<file path="config.mk">
export PLATFORM = sky130hd
export DESIGN_NAME = h2o_serial_accum
export DESIGN_NICKNAME = d
export VERILOG_FILES = /design/src/rtl/h2o_serial_accum.sv
export SDC_FILE = /design/constraint.sdc
export NUM_CORES = 2
export LEC_CHECK = 0
export CAP_MARGIN = 30
export CORE_MARGIN = 2
export CORE_UTILIZATION = 65
export CTS_BUF_LIST = sky130_fd_sc_hd__clkbuf_8 sky130_fd_sc_hd__clkbuf_16
export DETAILED_ROUTE_END_ITERATION = 10
export PLACE_DENSITY = 0.83
export SYNTH_ARGS = -nofsm -noshare
export SYNTH_HDL_FRONTEND = slang
export SYNTH_SLANG_ARGS = --single-unit
</file>
<file path="constraint.sdc">
create_clock -name clk -period 9.8 [get_ports clk]
set_input_delay 0.98 -clock clk [delete_from_list [all_inputs] [get_ports clk]]
set_output_delay 0.98 -clock clk [all_outputs]
set_load 0.02 [all_outputs]
</file>
<file path="src/rtl/h2o_serial_accum.sv">
// Serial hidden-to-output layer engine.
// Takes one Q15 hidden element per handshake, scales it by the matching
// constant weight row, accumulates the frame and emits one saturated
// biased result per frame on a valid/ready output.
module h2o_serial_accum #(
  parameter int                 N_HIDDEN = 20,
  parameter int                 DATA_W   = 32,
  parameter int                 FRAC     = 15,
  parameter int                 ACC_W    = 40,
  parameter logic signed [31:0] BIAS     = 32'sd0
) (
  input  logic                     clk,
  input  logic                     rst_n,
  input  logic signed [DATA_W-1:0] h_data,
  input  logic                     h_valid,
  input  logic                     h_last,
  output logic                     h_ready,
  output logic signed [DATA_W-1:0] y_data,
  output logic                     y_valid,
  input  logic                     y_ready,
  output logic                     frame_err
);

  localparam int COEF_W = 16;
  localparam int IDX_W  = $clog2(N_HIDDEN);
  localparam int MUL_W  = DATA_W + COEF_W;
  localparam int PROD_W = MUL_W - FRAC;

  localparam logic [IDX_W-1:0] LAST_IDX = IDX_W'(N_HIDDEN - 1);

  localparam logic signed [ACC_W:0] SAT_MAX =
    {{(ACC_W - DATA_W + 2){1'b0}}, {(DATA_W - 1){1'b1}}};
  localparam logic signed [ACC_W:0] SAT_MIN =
    {{(ACC_W - DATA_W + 2){1'b1}}, {(DATA_W - 1){1'b0}}};

  typedef enum logic [1:0] {
    S_IDLE,
    S_ACCUM,
    S_DRAIN,
    S_OUT
  } state_t;

  // Weight row i in Q15; all magnitudes stay below 2^14.
  function automatic logic signed [COEF_W-1:0] coef(input logic [IDX_W-1:0] i);
    logic signed [COEF_W-1:0] c;
    c = '0;
    case (int'(i))
      0:  c =  16'sd800;
      1:  c = -16'sd2047;
      2:  c =  16'sd1374;
      3:  c =  16'sd2448;
      4:  c = -16'sd2532;
      5:  c = -16'sd3970;
      6:  c = -16'sd2782;
      7:  c =  16'sd5063;
      8:  c = -16'sd7033;
      9:  c =  16'sd6124;
      10: c = -16'sd1435;
      11: c =  16'sd3729;
      12: c = -16'sd4799;
      13: c =  16'sd7123;
      14: c =  16'sd1851;
      15: c = -16'sd5187;
      16: c =  16'sd8427;
      17: c = -16'sd6695;
      18: c = -16'sd4377;
      19: c = -16'sd1838;
      default: c = '0;
    endcase
    return c;
  endfunction

  // Full-precision product, arithmetic shift by FRAC: floor, no rounding,
  // so the result matches the row multipliers bit for bit.
  function automatic logic signed [PROD_W-1:0] scale(
    input logic signed [DATA_W-1:0] x,
    input logic signed [COEF_W-1:0] c
  );
    logic signed [MUL_W-1:0] xe;
    logic signed [MUL_W-1:0] ce;
    logic signed [MUL_W-1:0] m;
    xe = {{COEF_W{x[DATA_W-1]}}, x};
    ce = {{DATA_W{c[COEF_W-1]}}, c};
    m  = xe * ce;
    return PROD_W'(m >>> FRAC);
  endfunction

  // Clamp the biased sum into the signed output range.
  function automatic logic signed [DATA_W-1:0] sat(input logic signed [ACC_W:0] s);
    logic signed [DATA_W-1:0] r;
    if (s > SAT_MAX)      r = {1'b0, {(DATA_W - 1){1'b1}}};
    else if (s < SAT_MIN) r = {1'b1, {(DATA_W - 1){1'b0}}};
    else                  r = DATA_W'(s);
    return r;
  endfunction

  state_t                    r_state;
  logic [IDX_W-1:0]          r_idx;
  logic signed [ACC_W-1:0]   r_acc;
  logic signed [PROD_W-1:0]  r_prod_p1;
  logic                      r_prod_vld_p1;
  logic signed [DATA_W-1:0]  r_y_data;
  logic                      r_y_valid;
  logic                      r_frame_err;

  logic                      w_accept;
  logic                      w_at_last;
  logic                      w_frame_bad;
  logic signed [ACC_W-1:0]   w_prod_ext;
  logic signed [ACC_W:0]     w_bias_ext;
  logic signed [ACC_W:0]     w_biased;

  assign h_ready     = (r_state == S_ACCUM);
  assign w_accept    = h_valid && h_ready;
  assign w_at_last   = (r_idx == LAST_IDX);
  // Misframed when the last flag and the element position disagree.
  assign w_frame_bad = w_accept && (h_last != w_at_last);

  assign w_prod_ext  = {{(ACC_W - PROD_W){r_prod_p1[PROD_W-1]}}, r_prod_p1};
  assign w_bias_ext  = {{(ACC_W + 1 - 32){BIAS[31]}}, BIAS};
  assign w_biased    = $signed({r_acc[ACC_W-1], r_acc}) + w_bias_ext;

  assign y_data      = r_y_data;
  assign y_valid     = r_y_valid;
  assign frame_err   = r_frame_err;

  // Stage p0 -> p1: scale the accepted element by its weight row.
  always_ff @(posedge clk) begin
    if (w_accept) begin
      r_prod_p1 <= scale(h_data, coef(r_idx));
    end
  end

  // Stage p1 -> acc: frame control, accumulation, framing check and output hold.
  always_ff @(posedge clk or negedge rst_n) begin
    if (!rst_n) begin
      r_state       <= S_IDLE;
      r_idx         <= '0;
      r_acc         <= '0;
      r_prod_vld_p1 <= 1'b0;
      r_y_data      <= '0;
      r_y_valid     <= 1'b0;
      r_frame_err   <= 1'b0;
    end else begin
      r_frame_err   <= 1'b0;
      r_prod_vld_p1 <= 1'b0;
      if (r_prod_vld_p1) begin
        r_acc <= r_acc + w_prod_ext;
      end
      case (r_state)
        S_IDLE: begin
          r_state <= S_ACCUM;
        end
        S_ACCUM: begin
          if (w_accept) begin
            if (w_frame_bad) begin
              // Drop the whole frame, including any product still in flight.
              r_acc       <= '0;
              r_idx       <= '0;
              r_frame_err <= 1'b1;
            end else begin
              r_prod_vld_p1 <= 1'b1;
              r_idx         <= r_idx + IDX_W'(1);
              if (w_at_last) begin
                r_state <= S_DRAIN;
              end
            end
          end
        end
        S_DRAIN: begin
          // Wait for the final product to land in the accumulator.
          if (!r_prod_vld_p1) begin
            r_y_data  <= sat(w_biased);
            r_y_valid <= 1'b1;
            r_state   <= S_OUT;
          end
        end
        S_OUT: begin
          if (y_ready) begin
            r_y_valid <= 1'b0;
            r_acc     <= '0;
            r_idx     <= '0;
            r_state   <= S_ACCUM;
          end
        end
        default: begin
          r_state <= S_IDLE;
        end
      endcase
    end
  end

endmodule

</file>
==> metrics.md <==
| Metric | Value |
|---|---|
| Outcome | finished clean |
| Dominant cell type by count on the critical path | sky130_fd_sc_hd__fa_1 |
| Number of DRC violations after detailed routing | 0 |
| Syn nets | 3442 |
| Setup slack, reg-to-reg | 0.84 ns |
| Global-route usage over all layers | 0.3317 |
| Clock sinks | 115 |
| Number of max-cap violations | 0 |
| Crit end category | flop |
| Type of the worst setup path | flop to flop |
| Share of flip-flops with an asynchronous set or reset | 0.7130 |
| Path class of the lowest-slack min-delay path | input pin to async pin |
| Final core area utilization | 0.7069 |
| Cell accounting for the most synthesized area | sky130_fd_sc_hd__fa_1 |
| Top-area cell type share of the netlist area | 0.3945 |
| Clk root buf | sky130_fd_sc_hd__clkbuf_16 |
| Final worst path period share | 0.9141 |
| Antenna-violating nets left | 0 |
| Critical-path top delay cell | sky130_fd_sc_hd__dfrtp_1 |
| Peak per-stage delay on the critical path | 0.76 ns |
| Type of origin of the critical path | flop |
| Worst EP required | 9.96 ns |
| Clk pin slew, worst setup/hold paths | 0.06 ns |
| CP Max Fanout | 28 |
| Share of cells above drive strength 1 | 0.03622 |
| Initial standard-cell utilization of the core | 0.6577 |
| Final total negative setup slack | 0 ns |
| Cell area after synthesis | 24710 um^2 |
| Floorplan Core Area | 37580 um^2 |
| Number of enable-type register cells in the synthesized netlist | 33 |
| Final worst path period need | 8.958 ns |
| Buffer count from post-CTS setup fixing | 0 |
| Area growth from synthesis to layout | 7.483% |
| Clock tree from TritonCTS | built |
| Number of buffers created by CTS | 17 |
| Hold-fix buffers, CTS | 0 |
| Max-slew headroom | 0.3275 |
| Vias in the first global route | 20580 |
| Flip-flop cell with the highest count after synthesis | sky130_fd_sc_hd__dfrtp_1 |
| Post-CTS resize count | 0 |
| Data arrival time at the worst-slack endpoint | 9.12 ns |
| Width of the die | 199.0 um |
| Worst Clk Skew | 0.009177 ns |
| Weighted congestion at the end of routability-driven global placement | 0.9230 |
| Number of port buffers | 71 |
| Placed cells | 3238 |
| Overflow after GRT | 0 |
| Mean area per synthesized cell | 8.980 um^2 |
| Clk buf depth | 2 |
| I/O pins | 72 |
| Detailed-route via count | 19300 |
| Largest cells by area after synthesis | sky130_fd_sc_hd__fa_1, sky130_fd_sc_hd__ha_1, sky130_fd_sc_hd__dfrtp_1, sky130_fd_sc_hd__inv_1, sky130_fd_sc_hd__nand2_1 |
| Post-detailed-route via-to-cell ratio | 5.897 |
| Transition time at the pin with the least slew margin | 1.009 ns |
| Post-synth cell types | 78 |
| Routed wire length | 62.51 mm |
| Synth Instances | 2752 |
| Clk_lat worst skew | 0.42 ns |
| HPWL Detailed | 49.01 mm |
| Die height | 199.0 um |
| Final standard cell count with taps included and fillers excluded | 3272 |
| Yosys Warn Count | 0 |
| Starting DRC count in detailed routing | 1657 |
| Filler Cells Inserted | 2845 |
| Number of antenna violations at the first check in global routing | 1 |
| Ant diodes | 0 |
| Post-synthesis sequential element count | 115 |
| Final setup violation count | 0 |
| Final Hold Fails | 0 |
| Mean routed wirelength per cell | 19.11 um |
| RSZ-0062 raised after global routing | no |
| Count of final max-slew check failures | 0 |
| Min Hold Slack | 0.4592 ns |
| Sequential area share after synthesis | 0.1231 |
| Maximum achievable frequency | 111.6 MHz |
| First-pass iteration count of the detailed router | 6 |
| Die Outline Area | 39600 um^2 |
| Total number of placement rows | 71 |
| Final-stage net count | 3438 |
| First-pass GRT wire length | 102.6 mm |
| Total number of H-tree levels | 4 |
| Largest net degree at the start of global routing | 60 |
## cells by family (layout without fill, tap and decap cells)
| logic type | count (synthesis) | count (layout) | synth area share |
|---|---|---|---|
| simple gates | 865 | 865 | 0.1677 |
| mux | 30 | 30 | 0.01245 |
| xor+xnor | 67 | 67 | 0.02374 |
| flops | 115 | 115 | 0.1231 |
| buf+inv | 669 | 678 | 0.1021 |
| compound gates | 353 | 353 | 0.09235 |
| fa+ha+maj | 653 | 653 | 0.4785 |
## worst paths after layout
kind                             from            end  cells past startpoint
hold / removal                  rst_n     y_data[29]                      1
setup reg to reg             r_idx[0]  r_prod_p1[29]                     28
min in group clk           y_data[31]     y_data[31]                      1
max in group asynchronous       rst_n  r_prod_vld_p1                      2
setup / recovery             r_idx[0]  r_prod_p1[29]                     28
hold reg to reg            y_data[31]     y_data[31]                      1
## flip-flops by register name, indices dropped and copies added, names as in the netlist
name / cells
r_prod_vld_p1: 1
y_data: 32
y_valid: 1
r_state: 2
r_prod_p1: 33
r_acc: 40
frame_err: 1
r_idx: 5
## cell type report
class	instances	area, um^2	area share
timing repair buffer	99	998.5	0.03759
tap	511	639.4	0.02407
sequential	115	3044	0.1146
clock inverter	15	155.1	0.005841
clock buffer	17	425.4	0.01602
inverter	547	2053	0.07730
multi-input combinational	1968	19250	0.7246
## cells in the mapped netlist, types with 10 or more instances
cell                       count
sky130_fd_sc_hd__nor2_1      145
sky130_fd_sc_hd__xor2_1       21
sky130_fd_sc_hd__o21ai_0      60
sky130_fd_sc_hd__o21bai_1     11
sky130_fd_sc_hd__a211oi_1     10
sky130_fd_sc_hd__nand2b_1     24
sky130_fd_sc_hd__o21a_1       14
sky130_fd_sc_hd__nor2b_1      98
sky130_fd_sc_hd__inv_1       544
sky130_fd_sc_hd__mux2i_1      24
sky130_fd_sc_hd__xnor2_1      46
sky130_fd_sc_hd__nand3_1      20
sky130_fd_sc_hd__and2_1      124
sky130_fd_sc_hd__nand2_1     357
sky130_fd_sc_hd__o211ai_1     10
sky130_fd_sc_hd__fa_1        487
sky130_fd_sc_hd__ha_1        166
sky130_fd_sc_hd__dfrtp_1      82
sky130_fd_sc_hd__and3_1       41
sky130_fd_sc_hd__nor3_1       13
sky130_fd_sc_hd__a21o_1       39
sky130_fd_sc_hd__a21oi_1     130
sky130_fd_sc_hd__nand4_1      14
sky130_fd_sc_hd__edfxtp_1     33
sky130_fd_sc_hd__clkbuf_1    114
## layout by cell type, fill, tap and decap left out, types with 11 or more instances in the layout
cell / instances
sky130_fd_sc_hd__clkbuf_16: 17
sky130_fd_sc_hd__clkdlybuf4s50_1: 70
sky130_fd_sc_hd__o21a_1: 14
sky130_fd_sc_hd__dfrtp_1: 81
sky130_fd_sc_hd__a21o_1: 39
sky130_fd_sc_hd__fa_1: 487
sky130_fd_sc_hd__o21bai_1: 11
sky130_fd_sc_hd__and3_1: 41
sky130_fd_sc_hd__nand2b_1: 24
sky130_fd_sc_hd__xnor2_1: 46
sky130_fd_sc_hd__a21oi_1: 129
sky130_fd_sc_hd__nand2_1: 357
sky130_fd_sc_hd__nand3_1: 20
sky130_fd_sc_hd__edfxtp_1: 33
sky130_fd_sc_hd__nor2b_1: 96
sky130_fd_sc_hd__inv_1: 544
sky130_fd_sc_hd__nor3_1: 13
sky130_fd_sc_hd__nor2_1: 145
sky130_fd_sc_hd__and2_1: 124
sky130_fd_sc_hd__buf_4: 23
sky130_fd_sc_hd__nand4_1: 14
sky130_fd_sc_hd__o21ai_0: 56
sky130_fd_sc_hd__ha_1: 166
sky130_fd_sc_hd__xor2_1: 21
sky130_fd_sc_hd__mux2i_1: 24
## through the flow
stage                     setup slack (ns)  cell area (um^2)
after floorplan                      2.122             24710
after global placement               1.204             25860
after detailed placement             1.037             25930
after CTS                           0.9873             26520
after global routing                0.5234             26560
final                               0.8417             26560
## layer usage
metal / routed length, um / vias to the layer above / share of wire / global-route usage
met2: 30610 / 880 / 0.49 / 0.5589
met4: 2121 / 0 / 0.034 / 0.1177
li1: - / 8472 / - / -
met3: 4916 / 177 / 0.079 / 0.04883
met1: 24870 / 9767 / 0.40 / 0.4408
met5: 0 / - / 0 / 0
## critical path, delay by kind of cell, from the launching register on
| kind | cells | cell delay (ns) |
|---|---|---|
| adders and majority gates | 8 | 3.59 |
| AOI/OAI and AO/OA | 7 | 1.96 |
| buffers and inverters | 6 | 1.27 |
| DFF | 1 | 0.76 |
| and+or+nand+nor | 7 | 1.12 |
Power is left out: the tool's default activity adds up to more than one toggle a clock period on the data nets, which glitch-free logic cannot reach.
